[src/rtl/portal_access_arbiter.sv]
// portal_access_arbiter: round-robin arbiter placing read/write bursts onto the shared register port
module portal_access_arbiter #(
  parameter int ADDR_WIDTH = 5,
  parameter int DATA_WIDTH = 32,
  parameter int ID_WIDTH   = 6,
  parameter int LEN_WIDTH  = 4
) (
  input  logic                  clk,
  input  logic                  rst,
  input  logic                  i_rreq_ena,
  output logic                  o_rreq_rdy,
  input  logic [ADDR_WIDTH-1:0] i_rreq_addr,
  input  logic [LEN_WIDTH-1:0]  i_rreq_len,
  input  logic [ID_WIDTH-1:0]   i_rreq_id,
  input  logic                  i_wreq_ena,
  output logic                  o_wreq_rdy,
  input  logic [ADDR_WIDTH-1:0] i_wreq_addr,
  input  logic [LEN_WIDTH-1:0]  i_wreq_len,
  input  logic [ID_WIDTH-1:0]   i_wreq_id,
  input  logic                  i_wdata_ena,
  output logic                  o_wdata_rdy,
  input  logic [DATA_WIDTH-1:0] i_wdata_data,
  output logic                  o_reg_ena,
  input  logic                  i_reg_rdy,
  output logic                  o_reg_write,
  output logic [ADDR_WIDTH-1:0] o_reg_addr,
  output logic [DATA_WIDTH-1:0] o_reg_wdata,
  input  logic [DATA_WIDTH-1:0] i_reg_rdata,
  output logic                  o_rresp_ena,
  input  logic                  i_rresp_rdy,
  output logic [DATA_WIDTH-1:0] o_rresp_data,
  output logic [ID_WIDTH-1:0]   o_rresp_id,
  output logic                  o_rresp_last,
  output logic                  o_bresp_ena,
  input  logic                  i_bresp_rdy,
  output logic [ID_WIDTH-1:0]   o_bresp_id
);
  typedef enum logic [1:0] {IDLE, RBURST, WBURST, WRESP} state_t;
  state_t r_state, w_next;
  logic r_last_grant;
  logic r_rhold_valid, r_whold_valid;
  logic [ADDR_WIDTH-1:0] r_rhold_addr, r_whold_addr, r_cur_addr;
  logic [LEN_WIDTH-1:0] r_rhold_len, r_whold_len, r_beats_left;
  logic [ID_WIDTH-1:0] r_rhold_id, r_whold_id, r_cur_id, r_rbuf_id;
  logic r_wbuf_valid;
  logic [DATA_WIDTH-1:0] r_wbuf_data, r_rbuf_data;
  logic r_all_issued, r_inflight, r_inflight_last;
  logic r_rbuf_valid, r_rbuf_last;
  logic w_rreq_fire, w_wreq_fire, w_wdata_fire, w_rresp_fire;
  logic w_grant_r, w_grant_w, w_rd_issue, w_wr_issue, w_final;
  assign w_final      = r_beats_left == '0;
  assign w_rreq_fire  = i_rreq_ena & o_rreq_rdy;
  assign w_wreq_fire  = i_wreq_ena & o_wreq_rdy;
  assign w_wdata_fire = i_wdata_ena & o_wdata_rdy;
  assign w_rresp_fire = o_rresp_ena & i_rresp_rdy;
  // r_last_grant = 1 means the previous burst was a write, so a read wins the next tie
  assign w_grant_r = (r_state == IDLE) & r_rhold_valid & (!r_whold_valid | r_last_grant);
  assign w_grant_w = (r_state == IDLE) & r_whold_valid & (!r_rhold_valid | !r_last_grant);
  assign w_rd_issue = (r_state == RBURST) & !r_all_issued & !r_inflight &
                      (!r_rbuf_valid | w_rresp_fire) & i_reg_rdy;
  assign w_wr_issue = (r_state == WBURST) & r_wbuf_valid & i_reg_rdy;
  assign o_rreq_rdy   = !r_rhold_valid;
  assign o_wreq_rdy   = !r_whold_valid;
  assign o_wdata_rdy  = !r_wbuf_valid | w_wr_issue;
  assign o_reg_ena    = w_rd_issue | w_wr_issue;
  assign o_reg_write  = r_state == WBURST;
  assign o_reg_addr   = r_cur_addr;
  assign o_reg_wdata  = r_wbuf_data;
  assign o_rresp_ena  = r_rbuf_valid;
  assign o_rresp_data = r_rbuf_data;
  assign o_rresp_id   = r_rbuf_id;
  assign o_rresp_last = r_rbuf_last;
  assign o_bresp_ena  = r_state == WRESP;
  assign o_bresp_id   = r_cur_id;
  always_ff @(posedge clk)
    if (rst) r_state <= IDLE;
    else r_state <= w_next;
  always_comb begin
    w_next = r_state;
    case (r_state)
      IDLE:    w_next = w_grant_r ? RBURST : w_grant_w ? WBURST : IDLE;
      RBURST:  w_next = (w_rresp_fire & r_rbuf_last) ? IDLE : RBURST;
      WBURST:  w_next = (w_wr_issue & w_final) ? WRESP : WBURST;
      WRESP:   w_next = i_bresp_rdy ? IDLE : WRESP;
      default: w_next = IDLE;
    endcase
  end
  always_ff @(posedge clk) begin
    if (rst) begin
      r_last_grant    <= 1'b1;
      r_rhold_valid   <= 1'b0;
      r_whold_valid   <= 1'b0;
      r_rhold_addr    <= '0;
      r_rhold_len     <= '0;
      r_rhold_id      <= '0;
      r_whold_addr    <= '0;
      r_whold_len     <= '0;
      r_whold_id      <= '0;
      r_wbuf_valid    <= 1'b0;
      r_wbuf_data     <= '0;
      r_cur_addr      <= '0;
      r_beats_left    <= '0;
      r_cur_id        <= '0;
      r_all_issued    <= 1'b0;
      r_inflight      <= 1'b0;
      r_inflight_last <= 1'b0;
      r_rbuf_valid    <= 1'b0;
      r_rbuf_data     <= '0;
      r_rbuf_id       <= '0;
      r_rbuf_last     <= 1'b0;
    end else begin
      if (w_rreq_fire) begin
        r_rhold_valid <= 1'b1;
        r_rhold_addr  <= i_rreq_addr;
        r_rhold_len   <= i_rreq_len;
        r_rhold_id    <= i_rreq_id;
      end else if (w_grant_r) r_rhold_valid <= 1'b0;
      if (w_wreq_fire) begin
        r_whold_valid <= 1'b1;
        r_whold_addr  <= i_wreq_addr;
        r_whold_len   <= i_wreq_len;
        r_whold_id    <= i_wreq_id;
      end else if (w_grant_w) r_whold_valid <= 1'b0;
      if (w_wdata_fire) begin
        r_wbuf_valid <= 1'b1;
        r_wbuf_data  <= i_wdata_data;
      end else if (w_wr_issue) r_wbuf_valid <= 1'b0;
      if (w_grant_r | w_grant_w) begin
        r_last_grant <= w_grant_w;
        r_cur_addr   <= w_grant_r ? r_rhold_addr : r_whold_addr;
        r_beats_left <= w_grant_r ? r_rhold_len : r_whold_len;
        r_cur_id     <= w_grant_r ? r_rhold_id : r_whold_id;
        r_all_issued <= 1'b0;
      end else if (w_rd_issue | w_wr_issue) begin
        r_cur_addr   <= r_cur_addr + ADDR_WIDTH'(4);
        r_beats_left <= r_beats_left - LEN_WIDTH'(1);
        r_all_issued <= w_final;
      end
      r_inflight      <= w_rd_issue;
      r_inflight_last <= w_rd_issue & w_final;
      // register read data is only valid the cycle after the access
      if (r_inflight) begin
        r_rbuf_valid <= 1'b1;
        r_rbuf_data  <= i_reg_rdata;
        r_rbuf_id    <= r_cur_id;
        r_rbuf_last  <= r_inflight_last;
      end else if (w_rresp_fire) r_rbuf_valid <= 1'b0;
    end
  end
endmodule

[config.mk]
export PLATFORM = sky130hd
export DESIGN_NAME = portal_access_arbiter
export DESIGN_NICKNAME = d
export VERILOG_FILES = /design/src/rtl/portal_access_arbiter.sv
export SDC_FILE = /design/constraint.sdc
export NUM_CORES = 1
export LEC_CHECK = 0
export CORE_MARGIN = 2
export CORE_UTILIZATION = 39
export DETAILED_ROUTE_END_ITERATION = 12
export GPL_TIMING_DRIVEN = 0
export PLACE_DENSITY = 0.76
export SLEW_MARGIN = 25
export SYNTH_ARGS = -nofsm -noshare
export SYNTH_HDL_FRONTEND = slang
export SYNTH_SLANG_ARGS = --single-unit
[constraint.sdc]
create_clock -name clk -period 1.4 [get_ports clk]
set_input_delay 0.14 -clock clk [delete_from_list [all_inputs] [get_ports clk]]
set_output_delay 0.14 -clock clk [all_outputs]
set_load 0.1 [all_outputs]
==> tab_implementation.tex, run 1 <==
\begin{tabular}{lr}
\hline
Metric & Value \\
\hline
\multicolumn{2}{l}{\textbf{Global route}} \\
\quad Number of global-route vias before repair & 4,527 \\
\quad Global routing usage summed across all routing layers & 0.223 \\
\quad Overflow left after global routing & 0 \\
\quad Global-route wire length before repair & 22.7 mm \\
\quad Initial antenna violation count & 0 \\
\quad Maximum number of pins on one net before global-route repair & 17 \\
\multicolumn{2}{l}{\textbf{Setup path}} \\
\quad Data arrival at the endpoint of the critical path & 1.94 ns \\
\quad Worst-path maximum fanout & 6 \\
\quad Startpoint-to-endpoint class of the critical path & flop to flop \\
\quad Startpoint class of the critical path & flop \\
\quad Critical Path End Type & flop \\
\quad Critical path required time & 1.66 ns \\
\multicolumn{2}{l}{\textbf{Drt}} \\
\quad Total via count in the routed design & 4,413 \\
\quad Overall routed net length & 14.8 mm \\
\quad ANT nets after route & 0 \\
\quad Detailed router's first-iteration violation count & 293 \\
\quad Routed length per placed instance & 16.7 um \\
\quad First drt pass iteration count & 5 \\
\quad Via count normalized by instance count & 4.96 \\
\quad Residual DRC count & 0 \\
\multicolumn{2}{l}{\textbf{Synthesis}} \\
\quad Mux cell area share after synthesis & 0.154 \\
\quad Cell count after synthesis & 492 \\
\quad Simple-Gate Fraction of Synth Area & 0.154 \\
\quad Adder-cell area share of the yosys netlist & 0.00526 \\
\quad Total of flip-flops plus latches after synthesis & 126 \\
\quad Sequential share of the synthesized area & 0.530 \\
\quad Post-synthesis instance area & 4760 um\^{}2 \\
\quad Share of the synthesized area in compound gates (AO/OA/AOI/OAI) & 0.111 \\
\quad Warnings, synthesis & 0 \\
\quad Mean Syn Cell Area & 9.67 um\^{}2 \\
\quad Net Count, Synth & 596 \\
\quad Post-synthesis xor/xnor area fraction & 0.00368 \\
\quad Number of distinct library cells after synthesis & 38 \\
\quad Combinational family with the most area after synthesis & simple AND/OR/NAND/NOR gates \\
\multicolumn{2}{l}{\textbf{Clock network}} \\
\quad Number of levels the H-tree was split into & 4 \\
\quad Clk root buf & sky130\_fd\_sc\_hd\_\_clkbuf\_16 \\
\quad CTS clock-pin slew for the worst setup and hold paths & 0.06 ns \\
\quad CTS Sinks & 126 \\
\quad Clock tree from TritonCTS & built \\
\quad Clock buffer count from CTS & 17 \\
\quad Clock latency on the worst-skew pair & 0.41 ns \\
\quad Number of buffers on the longest clock path & 2 \\
\multicolumn{2}{l}{\textbf{Floorplanning}} \\
\quad Number of placement rows & 40 \\
\quad Horizontal extent of the die & 114 um \\
\quad Die area & 13,100 um\^{}2 \\
\quad Vertical die dimension & 114 um \\
\quad CORE AREA & 12,000 um\^{}2 \\
\quad Number of ports placed on the die boundary & 191 \\
\quad Starting Density & 0.398 \\
\multicolumn{2}{l}{\textbf{Place}} \\
\quad Routability-driven placement congestion ratio & 0.843 \\
\quad Hpwl dp & 10.1 mm \\
\quad Number of placed instances with taps included & 828 \\
\quad Post-place instance area & 6900 um\^{}2 \\
\quad Worst slack after detailed placement & -1.36 ns \\
\quad Quantity of I/O buffers inserted on ports & 189 \\
\multicolumn{2}{l}{\textbf{STA}} \\
\quad Final count of pins violating max slew & 0 \\
\quad Transition time at the pin with the least slew margin & 0.631 ns \\
\quad Clock tree skew after final layout & 0.00794 ns \\
\quad Fin Setup TNS & -7.63 ns \\
\quad Final hold violation count & 0 \\
\quad Shortest clock period the worst path allows after layout & 1.67 ns \\
\quad Period utilisation layout & 1.20 \\
\quad Final setup fails & 55 \\
\quad Worst slew slack as a fraction of its limit & 0.579 \\
\quad Highest clock rate & 597 MHz \\
\quad Unrepaired setup endpoints after global routing & true \\
\quad Worst Slack Setup Final & -0.275 ns \\
\multicolumn{2}{l}{\textbf{Power}} \\
\quad Part of the total power dissipated in combinational logic & 0.252 \\
\quad Share of power burned in the clock network & 0.403 \\
\quad Power Density & 1510 nW/um\^{}2 \\
\quad Proportion of power drawn by flip-flops and latches & 0.345 \\
\quad Cell-internal power & 7920 uW \\
\quad P\_sw & 3750 uW \\
\quad Sw frac & 0.321 \\
\quad Maximum ir drop on the vdd rail & 0.731 mV \\
\quad Leakage & 0.00324 uW \\
\multicolumn{2}{l}{\textbf{Cells and area}} \\
\quad Count of antenna diodes in the layout & 0 \\
\quad Final non-filler cell area & 7700 um\^{}2 \\
\quad Final cell count without fillers & 890 \\
\quad Most frequent cells in the layout & sky130\_fd\_sc\_hd\_\_dfxtp\_1, sky130\_fd\_sc\_hd\_\_clkdlybuf4s50\_1, sky130\_fd\_sc\_hd\_\_nor2\_1 \\
\quad Register area & 2540 um\^{}2 \\
\quad Number of fill cells & 979 \\
\quad Final net count & 834 \\
\quad Final core utilization & 0.644 \\
\quad Area used by multi-input combinational logic & 2190 um\^{}2 \\
\quad Most common library cell in the layout ignoring fill and taps & sky130\_fd\_sc\_hd\_\_dfxtp\_1 \\
\quad Synth-to-Final Area Change & 61.9\% \\
\quad Ratio of cells with drive above 1 in the final layout & 0.276 \\
\multicolumn{2}{l}{\textbf{Outcome}} \\
\quad Status & complete, but fails checks \\
\quad Violations in the final reports & setup timing \\
\multicolumn{2}{l}{\textbf{Flow run}} \\
\quad Max-capacitance violation count & 0 \\
\multicolumn{2}{l}{\textbf{Hold path}} \\
\quad Min-Delay Path Class & input port to flop \\
\hline
\end{tabular}
==> per-stage QoR <==
step | power (uW) | hold WS (ns)
after detailed placement | 6640 | 0.449
after global placement | 6590 | 0.442
after CTS | 11600 | 0.219
final | 11700 | 0.239
after global routing | 12100 | 0.243
after floorplan | 5840 | 0.257
==> what timing repair did <==
item	CTS	global route
setup endpoints to repair	199	87
buffers inserted	23	8
hold buffers	0	0
gates resized for setup	511	34
cloned	7	0
pin swaps	12	17
==> power groups by stage <==
| stage | Combinational [uW] | Sequential, uW | Clock [uW] |
|---|---|---|---|
| after floorplan | 946 | 4900 | 0 |
| final | 2940 | 4020 | 4700 |
| after CTS | 2810 | 4000 | 4740 |
| after detailed placement | 2570 | 4070 | 0 |
| after global placement | 2540 | 4050 | 0 |
| after global routing | 3080 | 4050 | 4930 |
==> cells in the mapped netlist (all sizes together) <==
master   instances  share of area
nor3             4         0.0042
o2111ai          1         0.0018
nand2           68          0.054
nand3            3         0.0032
mux2i           73           0.15
o21ai            2         0.0021
nand4bb          1         0.0058
nor4             1         0.0013
o211ai           2         0.0032
o221a            1         0.0024
a41oi            1         0.0018
and2             1         0.0013
nor3b            1         0.0016
inv             10         0.0079
o31ai            7          0.014
ha               2         0.0053
and3             2         0.0026
xor2             2         0.0037
buf             20          0.025
clkbuf          11         0.0087
a2111oi          2          0.012
nand2b           2         0.0026
nor2            87          0.069
a21oi           40          0.042
nand4b           1         0.0018
a211oi           2         0.0032
a21boi           2         0.0039
dfxtp          126           0.53
nand3b           1         0.0016
nor2b            4         0.0053
a222oi          12          0.025
==> routing by layer <==
layer	up-vias	wire length, um	GRT usage
li1	2169	-	-
met4	0	146	0.0618
met3	16	1020	0.0630
met5	-	0	0
met1	2044	6380	0.267
met2	184	7300	0.389
==> state kept, by name, summed over array words and instances (netlist names) <==
register / count
o_rresp_data: 32
r_rhold_addr: 5
o_bresp_id: 6
o_reg_addr: 5
o_rresp_ena: 1
r_whold_id: 6
r_rhold_id: 6
r_state: 2
r_whold_len: 4
r_last_grant: 1
r_whold_addr: 5
r_whold_valid: 1
r_all_issued: 1
o_rresp_id: 6
r_rhold_len: 4
r_inflight: 1
r_wbuf_valid: 1
o_rresp_last: 1
o_reg_wdata: 32
r_inflight_last: 1
r_rhold_valid: 1
r_beats_left: 4
==> area by class of cell <==
type	instances	area share
clock buffer	17	0.0552
multi-input combinational	325	0.284
inverter	10	0.00699
buffer	26	0.0239
timing repair buffer	224	0.249
clock inverter	15	0.0273
sequential	126	0.330
tap	147	0.0239
==> logic make-up after synthesis <==
| group | Yosys count |
|---|---|
| AOI/OAI and AO/OA | 72 |
| xor gates and xnor gates | 2 |
| adders and majority gates | 2 |
| buffers and inverters | 41 |
| DFF | 126 |
| muxes | 73 |
| and+or+nand+nor | 176 |
==> critical path, cell delays in order (launching register included) <==
cell and delay, ns:
sky130_fd_sc_hd__dfxtp_4 0.36, sky130_fd_sc_hd__buf_6 0.12, sky130_fd_sc_hd__buf_6 0.11, sky130_fd_sc_hd__a2111oi_4 0.43, sky130_fd_sc_hd__buf_4 0.19, sky130_fd_sc_hd__mux2i_2 0.22
sky130_fd_sc_hd__a211oi_2 0.09
==> path summary, 6_finish.rpt <==
check / slack (ns) / from / cells past startpoint / to
worst max-delay path: -0.27 / r_state[1] / 6 / o_bresp_id[5]
worst min-delay path: 0.24 / rst / 2 / r_whold_id[5]
worst max register to register: -0.27 / r_state[1] / 6 / o_bresp_id[5]
worst min register to register: 0.46 / r_rhold_id[5] / 2 / r_rhold_id[5]
Power figures use the tool's default switching activity.
==> inputs of run 2 (changes only) <==
--- a/config.mk
+++ b/config.mk
@@ -5,11 +5,12 @@
 export SDC_FILE = /design/constraint.sdc
 export NUM_CORES = 1
 export LEC_CHECK = 0
-export CORE_MARGIN = 2
-export CORE_UTILIZATION = 39
+export CORE_MARGIN = 4
+export CORE_UTILIZATION = 40
+export CTS_BUF_LIST = sky130_fd_sc_hd__clkbuf_4 sky130_fd_sc_hd__clkbuf_8
 export DETAILED_ROUTE_END_ITERATION = 12
 export GPL_TIMING_DRIVEN = 0
-export PLACE_DENSITY = 0.76
+export PLACE_DENSITY = 0.78
 export SLEW_MARGIN = 25
 export SYNTH_ARGS = -nofsm -noshare
 export SYNTH_HDL_FRONTEND = slang
==> constraint.sdc (replaced) <==
create_clock -name clk -period 1.4 [get_ports clk]
set_input_delay 0.14 -clock clk [delete_from_list [all_inputs] [get_ports clk]]
set_output_delay 0.14 -clock clk [all_outputs]
set_load 0.02 [all_outputs]
==> tab_implementation.tex, run 2 (synthesis results as in run 1) <==
\begin{tabular}{lr}
\hline
Metric & Value \\
\hline
\multicolumn{2}{l}{\textbf{Outcome}} \\
\quad Status & complete, but fails checks \\
\quad Violations in the final reports & setup timing \\
\multicolumn{2}{l}{\textbf{Global route}} \\
\quad Maximum number of pins on one net before global-route repair & 17 (unchanged) \\
\quad Fraction of met3 tracks used by global routing & 0.0576 (-0.00541) \\
\quad Global-route met1 utilization & 0.249 (-0.0177) \\
\quad Number of global-route vias before repair & 4,489 (-0.84\%) \\
\quad Initial antenna violation count & 0 (unchanged) \\
\quad Global routing usage summed across all routing layers & 0.204 (-0.0182) \\
\quad Met2 demand-to-capacity share in global routing & 0.344 (-0.0454) \\
\quad Highest-utilization routing layer at the global route stage & met2 \\
\quad Overflow left after global routing & 0 (unchanged) \\
\quad Global-route wire length before repair & 21.7 mm (-4.2\%) \\
\multicolumn{2}{l}{\textbf{Drt}} \\
\quad Residual DRC count & 0 (unchanged) \\
\quad Overall routed net length & 14.7 mm (-1.0\%) \\
\quad Total via count in the routed design & 4,422 (+0.20\%) \\
\quad ANT nets after route & 0 (unchanged) \\
\quad Routed length per placed instance & 16.7 um (about the same) \\
\quad First drt pass iteration count & 7 (+2) \\
\quad Detailed router's first-iteration violation count & 332 (+13\%) \\
\quad Via count normalized by instance count & 5.02 (+1.2\%) \\
\multicolumn{2}{l}{\textbf{Clock network}} \\
\quad Number of buffers inserted by hold repair at cts & 0 (unchanged) \\
\quad Clock buffer count from CTS & 17 (unchanged) \\
\quad Number of levels the H-tree was split into & 4 (unchanged) \\
\quad Clock tree from TritonCTS & built \\
\quad CTS Sinks & 126 (unchanged) \\
\quad Number of buffers on the longest clock path & 2 (unchanged) \\
\quad Clk root buf & sky130\_fd\_sc\_hd\_\_clkbuf\_8 \\
\quad Clock latency on the worst-skew pair & 0.43 ns (+0.02 ns) \\
\quad CTS clock-pin slew for the worst setup and hold paths & 0.08 ns (+0.02 ns) \\
\multicolumn{2}{l}{\textbf{Place}} \\
\quad Post-place instance area & 6840 um\^{}2 (-0.80\%) \\
\quad Routability-driven placement congestion ratio & 0.817 (-3.0\%) \\
\quad Hpwl dp & 10.1 mm (+0.48\%) \\
\quad Quantity of I/O buffers inserted on ports & 189 (unchanged) \\
\quad Worst slack after detailed placement & -0.804 ns (+0.560 ns) \\
\multicolumn{2}{l}{\textbf{Cells and area}} \\
\quad Most frequent cells in the layout & sky130\_fd\_sc\_hd\_\_dfxtp\_1, sky130\_fd\_sc\_hd\_\_clkdlybuf4s50\_1, sky130\_fd\_sc\_hd\_\_nor2\_1 \\
\quad Synth-to-Final Area Change & 62.4\% \\
\quad Number of fill cells & 916 (-6.4\%) \\
\quad Final net count & 829 (-0.60\%) \\
\quad Final core utilization & 0.671 (+0.0269) \\
\quad Final non-filler cell area & 7720 um\^{}2 (+0.29\%) \\
\quad Ratio of cells with drive above 1 in the final layout & 0.163 (-0.113) \\
\quad Count of antenna diodes in the layout & 0 (unchanged) \\
\quad Most common library cell in the layout ignoring fill and taps & sky130\_fd\_sc\_hd\_\_dfxtp\_1 \\
\multicolumn{2}{l}{\textbf{STA}} \\
\quad Final count of pins violating max slew & 0 (unchanged) \\
\quad Worst hold slack after final layout & 0.248 ns (+0.00927 ns) \\
\quad Worst Slack Setup Final & -0.281 ns (-0.00644 ns) \\
\quad Worst slew slack as a fraction of its limit & 0.547 (-0.0323) \\
\quad Highest clock rate & 595 MHz (-0.38\%) \\
\quad Unrepaired setup endpoints after global routing & true \\
\quad Period utilisation layout & 1.20 (+0.00460) \\
\quad Final setup fails & 56 (+1.8\%) \\
\quad Transition time at the pin with the least slew margin & 0.679 ns (+0.0485 ns) \\
\quad Clock tree skew after final layout & 0.0111 ns (+0.00313 ns) \\
\quad Final hold violation count & 0 (unchanged) \\
\quad Shortest clock period the worst path allows after layout & 1.68 ns (+0.00644 ns) \\
\multicolumn{2}{l}{\textbf{Floorplanning}} \\
\quad Number of placement rows & 39 (-2.5\%) \\
\quad Horizontal extent of the die & 117 um (+2.3\%) \\
\quad Starting Density & 0.413 (+0.0154) \\
\quad Vertical die dimension & 117 um (+2.3\%) \\
\quad CORE AREA & 11,500 um\^{}2 (-3.7\%) \\
\quad Number of ports placed on the die boundary & 191 (unchanged) \\
\quad Die area & 13,700 um\^{}2 (+4.6\%) \\
\multicolumn{2}{l}{\textbf{Power}} \\
\quad Maximum ir drop on the vdd rail & 0.664 mV (-9.1\%) \\
\quad Power Density & 1220 nW/um\^{}2 (-19\%) \\
\quad Total power consumption of the routed design & 9440 uW (-19\%) \\
\quad Leakage & 0.00331 uW (+2.2\%) \\
\multicolumn{2}{l}{\textbf{Setup path}} \\
\quad Critical-path cell list & nand4bb\_4 -> o31ai\_4 -> buf\_6 \\
\quad CP max stage delay & 0.36 ns (-0.07 ns) \\
\quad Critical Path End Type & output port \\
\quad Startpoint class of the critical path & flop \\
\quad Reg-to-reg setup timing slack & -0.24 ns (+0.03 ns) \\
\quad Startpoint-to-endpoint class of the critical path & flop to output port \\
\quad Critical path buffers and inverters & 1 (-2) \\
\quad Category of cells accounting for the largest share of critical-path delay & flip-flops \\
\quad Data arrival at the endpoint of the critical path & 1.54 ns (-0.40 ns) \\
\quad Worst-path maximum fanout & 4 (-2) \\
\quad Critical path required time & 1.26 ns (-0.40 ns) \\
\quad Slowest CP cell & sky130\_fd\_sc\_hd\_\_dfxtp\_4 \\
\multicolumn{2}{l}{\textbf{Flow run}} \\
\quad Max-capacitance violation count & 0 (unchanged) \\
\multicolumn{2}{l}{\textbf{Hold path}} \\
\quad Min-Delay Path Class & input port to flop \\
\hline
\end{tabular}
-- run 2: cell count changes in the layout (fill, tap and decap cells not counted), moves of 4 or more --
cell / previous run / this run
sky130_fd_sc_hd__buf_12: 7 / 2
sky130_fd_sc_hd__buf_2: 77 / 2
sky130_fd_sc_hd__buf_4: 21 / 13
sky130_fd_sc_hd__buf_6: 16 / 20
sky130_fd_sc_hd__clkbuf_16: 17 / 0
sky130_fd_sc_hd__clkbuf_4: 9 / 3
sky130_fd_sc_hd__clkbuf_8: 1 / 17
sky130_fd_sc_hd__dlygate4sd2_1: 0 / 82
-- run 2: routing by layer --
layer,up-vias,share of wire
met3,21,0.068
met4,0,0.014
li1,2155,-
met5,-,0
met1,2055,0.42
met2,191,0.50
-- run 2: path summary, 6_finish.rpt --
check / startpoint / end / cells past startpoint
worst max-delay path: r_state[1] / o_reg_ena / 3
worst max register to register: r_beats_left[0] / r_all_issued / 5
worst min register to register: r_whold_len[0] / r_whold_len[0] / 2
worst min-delay path: rst / r_whold_id[5] / 2
-- run 2: stage by stage --
step	TNS, ns	instances
after floorplan	-2.33	492
after global routing	-12.00	881
after detailed placement	-31.05	824
final	-6.86	881
after global placement	-27.88	824
after CTS	-7.59	878
-- run 2: cell type report --
| type | count | area, um^2 | share of cell area |
|---|---|---|---|
| Sequential cell | 126 | 2540 | 0.329 |
| Multi-Input combinational cell | 325 | 2210 | 0.286 |
| Timing Repair Buffer | 220 | 2160 | 0.279 |
| Clock buffer | 17 | 234 | 0.0303 |
| Clock inverter | 15 | 188 | 0.0243 |
| Buffer | 25 | 179 | 0.0232 |
| Tap cell | 143 | 179 | 0.0232 |
| Inverter | 10 | 40.0 | 0.00518 |
-- run 2: power breakdown --
part	internal, uW	switching [uW]	leakage [uW]
clock network	1780	1540	0.000203
logic	1070	1030	0.00208
registers	3820	192	0.00103
-- run 2: what timing repair did --
action	4_1_cts	5_1_grt
resized for setup	159	40
pin swaps	16	17
endpoints found under the hold margin	0	0
setup endpoints to repair	200	82
cloned	5	0
buffers inserted	21	7
==> inputs of run 3 (changes only) <==
--- a/config.mk
+++ b/config.mk
@@ -6,12 +6,13 @@
 export NUM_CORES = 1
 export LEC_CHECK = 0
 export CORE_MARGIN = 4
-export CORE_UTILIZATION = 40
+export CORE_UTILIZATION = 43
 export CTS_BUF_LIST = sky130_fd_sc_hd__clkbuf_4 sky130_fd_sc_hd__clkbuf_8
 export DETAILED_ROUTE_END_ITERATION = 12
+export DONT_BUFFER_PORTS = 1
 export GPL_TIMING_DRIVEN = 0
-export PLACE_DENSITY = 0.78
 export SLEW_MARGIN = 25
 export SYNTH_ARGS = -nofsm -noshare
 export SYNTH_HDL_FRONTEND = slang
 export SYNTH_SLANG_ARGS = --single-unit
+export TNS_END_PERCENT = 100
==> tab_implementation.tex, run 3 (synthesis results as in run 1) <==
\begin{tabular}{lr}
\hline
Metric & Value \\
\hline
\multicolumn{2}{l}{\textbf{Outcome}} \\
\quad Status & complete, but fails checks \\
\quad Violations in the final reports & hold timing, setup timing \\
\multicolumn{2}{l}{\textbf{Drt}} \\
\quad Total via count in the routed design & 4,064 (-8.1\%) \\
\quad Top layer used by detailed routing & met4 \\
\quad Via count normalized by instance count & 5.22 (+3.9\%) \\
\quad Routed length on met2 & 6.49 mm (-11\%) \\
\quad ANT nets after route & 0 (unchanged) \\
\quad Residual DRC count & 0 (unchanged) \\
\quad First drt pass iteration count & 5 (-2) \\
\quad Detailed router's first-iteration violation count & 297 (-11\%) \\
\quad WL met3 & 1.29 mm (+30\%) \\
\quad Overall routed net length & 13.7 mm (-7.0\%) \\
\quad Metal1 wirelength & 5.66 mm (-9.0\%) \\
\quad Routed length per placed instance & 17.5 um (+5.2\%) \\
\multicolumn{2}{l}{\textbf{Global route}} \\
\quad Number of global-route vias before repair & 4,059 (-9.6\%) \\
\quad Maximum number of pins on one net before global-route repair & 17 (unchanged) \\
\quad Global routing usage summed across all routing layers & 0.210 (+0.00558) \\
\quad Overflow left after global routing & 0 (unchanged) \\
\quad Initial antenna violation count & 0 (unchanged) \\
\quad Global-route wire length before repair & 21.2 mm (-2.4\%) \\
\multicolumn{2}{l}{\textbf{Power}} \\
\quad P\_sw & 2390 uW (-13\%) \\
\quad Part of the total power dissipated in combinational logic & 0.170 (-0.053) \\
\quad Cell-internal power & 6160 uW (-7.8\%) \\
\quad Power Density & 1280 nW/um\^{}2 (+5.1\%) \\
\quad Proportion of power drawn by flip-flops and latches & 0.488 (+0.063) \\
\quad Leakage & 0.00256 uW (-23\%) \\
\quad Sw frac & 0.280 (-0.0127) \\
\quad Maximum ir drop on the vdd rail & 0.707 mV (+6.4\%) \\
\quad Share of power burned in the clock network & 0.342 (-0.010) \\
\multicolumn{2}{l}{\textbf{Setup path}} \\
\quad Critical path required time & 1.26 ns (about the same) \\
\quad Slowest CP cell & sky130\_fd\_sc\_hd\_\_o31ai\_4 \\
\quad Data arrival at the endpoint of the critical path & 1.54 ns (about the same) \\
\quad Critical-path cell list & buf\_6 -> nand4bb\_4 -> o31ai\_4 \\
\quad Worst-path maximum fanout & 5 (+1) \\
\quad Origin of the worst setup path & r\_state[0] \\
\quad Startpoint-to-endpoint class of the critical path & flop to output port \\
\quad CP max stage delay & 0.53 ns (+0.17 ns) \\
\quad Critical Path End Type & output port \\
\quad Startpoint of the lowest-slack register-to-register path & r\_state[0] \\
\quad Startpoint class of the critical path & flop \\
\multicolumn{2}{l}{\textbf{STA}} \\
\quad Worst hold slack after final layout & -0.0454 ns (-0.293 ns) \\
\quad Highest clock rate & 594 MHz (-0.16\%) \\
\quad Clock tree skew after final layout & 0.00768 ns (-0.00340 ns) \\
\quad Fin Setup TNS & -8.04 ns (-1.18 ns) \\
\quad Final hold violation count & 1 (+1) \\
\quad Transition time at the pin with the least slew margin & 0.713 ns (+0.0339 ns) \\
\quad Worst slew slack as a fraction of its limit & 0.524 (-0.0226) \\
\quad Shortest clock period the worst path allows after layout & 1.68 ns (+0.00270 ns) \\
\quad Unrepaired setup endpoints after global routing & true \\
\quad Final setup fails & 51 (-8.9\%) \\
\quad Worst Slack Setup Final & -0.284 ns (-0.00270 ns) \\
\quad Final count of pins violating max slew & 0 (unchanged) \\
\quad Period utilisation layout & 1.20 (+0.00193) \\
\multicolumn{2}{l}{\textbf{Clock network}} \\
\quad Number of buffers inserted by hold repair at cts & 99 (+99) \\
\quad Number of levels the H-tree was split into & 4 (unchanged) \\
\quad CTS clock-pin slew for the worst setup and hold paths & 0.07 ns (about the same) \\
\quad Clock buffer count from CTS & 17 (unchanged) \\
\quad Clock tree from TritonCTS & built \\
\quad Clk root buf & sky130\_fd\_sc\_hd\_\_clkbuf\_8 \\
\quad Clock latency on the worst-skew pair & 0.43 ns (about the same) \\
\quad Number of buffers on the longest clock path & 2 (unchanged) \\
\quad CTS Sinks & 126 (unchanged) \\
\multicolumn{2}{l}{\textbf{Place}} \\
\quad Hpwl dp & 8.79 mm (-13\%) \\
\quad Worst slack after detailed placement & -0.410 ns (+0.395 ns) \\
\quad Quantity of I/O buffers inserted on ports & 0 (-100\%) \\
\quad Routability-driven placement congestion ratio & 0.777 (-5.0\%) \\
\quad Number of placed instances with taps included & 632 (-23\%) \\
\multicolumn{2}{l}{\textbf{Cells and area}} \\
\quad Synth-to-Final Area Change & 39.9\% \\
\quad Number of fill cells & 886 (-3.3\%) \\
\quad Count of antenna diodes in the layout & 0 (unchanged) \\
\quad Most common library cell in the layout ignoring fill and taps & sky130\_fd\_sc\_hd\_\_dfxtp\_1 \\
\quad Final net count & 730 (-12\%) \\
\quad Ratio of cells with drive above 1 in the final layout & 0.158 (-0.00454) \\
\quad Area used by multi-input combinational logic & 2160 um\^{}2 (-2.4\%) \\
\quad Most frequent cells in the layout & sky130\_fd\_sc\_hd\_\_dfxtp\_1, sky130\_fd\_sc\_hd\_\_dlygate4sd3\_1, sky130\_fd\_sc\_hd\_\_nor2\_1 \\
\quad Register area & 2530 um\^{}2 (-0.25\%) \\
\quad Final cell count without fillers & 779 (-12\%) \\
\multicolumn{2}{l}{\textbf{Floorplanning}} \\
\quad Vertical die dimension & 113 um (-3.3\%) \\
\quad Starting Density & 0.439 (+0.0257) \\
\quad Die area & 12,800 um\^{}2 (-6.5\%) \\
\quad Horizontal extent of the die & 113 um (-3.3\%) \\
\quad Number of ports placed on the die boundary & 191 (unchanged) \\
\quad CORE AREA & 10,800 um\^{}2 (-5.9\%) \\
\quad Number of placement rows & 38 (-2.6\%) \\
\multicolumn{2}{l}{\textbf{Flow run}} \\
\quad Max-capacitance violation count & 0 (unchanged) \\
\multicolumn{2}{l}{\textbf{Hold path}} \\
\quad Origin of the worst min-delay path & i\_rresp\_rdy \\
\quad Min-Delay Path Class & input port to flop \\
\hline
\end{tabular}
[run 3: cell type report]
cell class | count | area share
sequential | 126 | 0.381
multi-input combinational | 326 | 0.324
timing repair buffer | 118 | 0.183
clock buffer | 25 | 0.0461
tap | 140 | 0.0263
buffer | 27 | 0.0252
clock inverter | 7 | 0.00940
inverter | 10 | 0.00564
[run 3: final timing paths]
check                   end  slack (ns)  cells after the start
max               o_reg_ena       -0.28                      3
min             o_rresp_ena       -0.05                      3
max reg2reg  o_reg_wdata[0]       -0.25                      7
min reg2reg  r_whold_len[2]        0.46                      2
[run 3: worst max-delay path, delay by kind of cell, from the launching register on]
kind                   cells  cell delay (ns)
AOI/OAI and AO/OA          1             0.53
buffers and inverters      1             0.12
DFF                        1             0.34
and+or+nand+nor            1             0.12
[run 3: repair_timing]
item / in CTS / in global routing
hold endpoints to repair: 101 / 1
resized for setup: 31 / 26
pin swaps: 8 / 8
buffers inserted: 10 / 5
endpoints found under the setup margin: 114 / 73
gates cloned: 2 / 3
[run 3: power by group through the flow]
| stage | Clock [uW] | Sequential [uW] | Combinational (uW) |
|---|---|---|---|
| 2_1_floorplan | 0 | 4170 | 827 |
| 3_3_place_gp | 0 | 4220 | 1000 |
| 3_5_place_dp | 0 | 4230 | 1030 |
| 4_1_cts | 3010 | 4160 | 1360 |
| 5_1_grt | 3190 | 4210 | 1590 |
| 6_report | 2920 | 4180 | 1450 |
[run 3: metrics by stage]
stage / power (uW) / area, um^2 / util
2_1_floorplan: 5000 / 4770 / -
3_3_place_gp: 5230 / 4940 / 0.456
3_5_place_dp: 5250 / 4940 / 0.456
4_1_cts: 8530 / 6510 / 0.600
5_1_grt: 8990 / 6660 / 0.614
6_report: 8550 / 6660 / 0.614
[run 3: metal layers]
metal	global-route usage	vias to the layer above
li1	-	1971
met1	0.248	1896
met2	0.346	175
met3	0.0818	22
met4	0.0785	0
met5	0	-
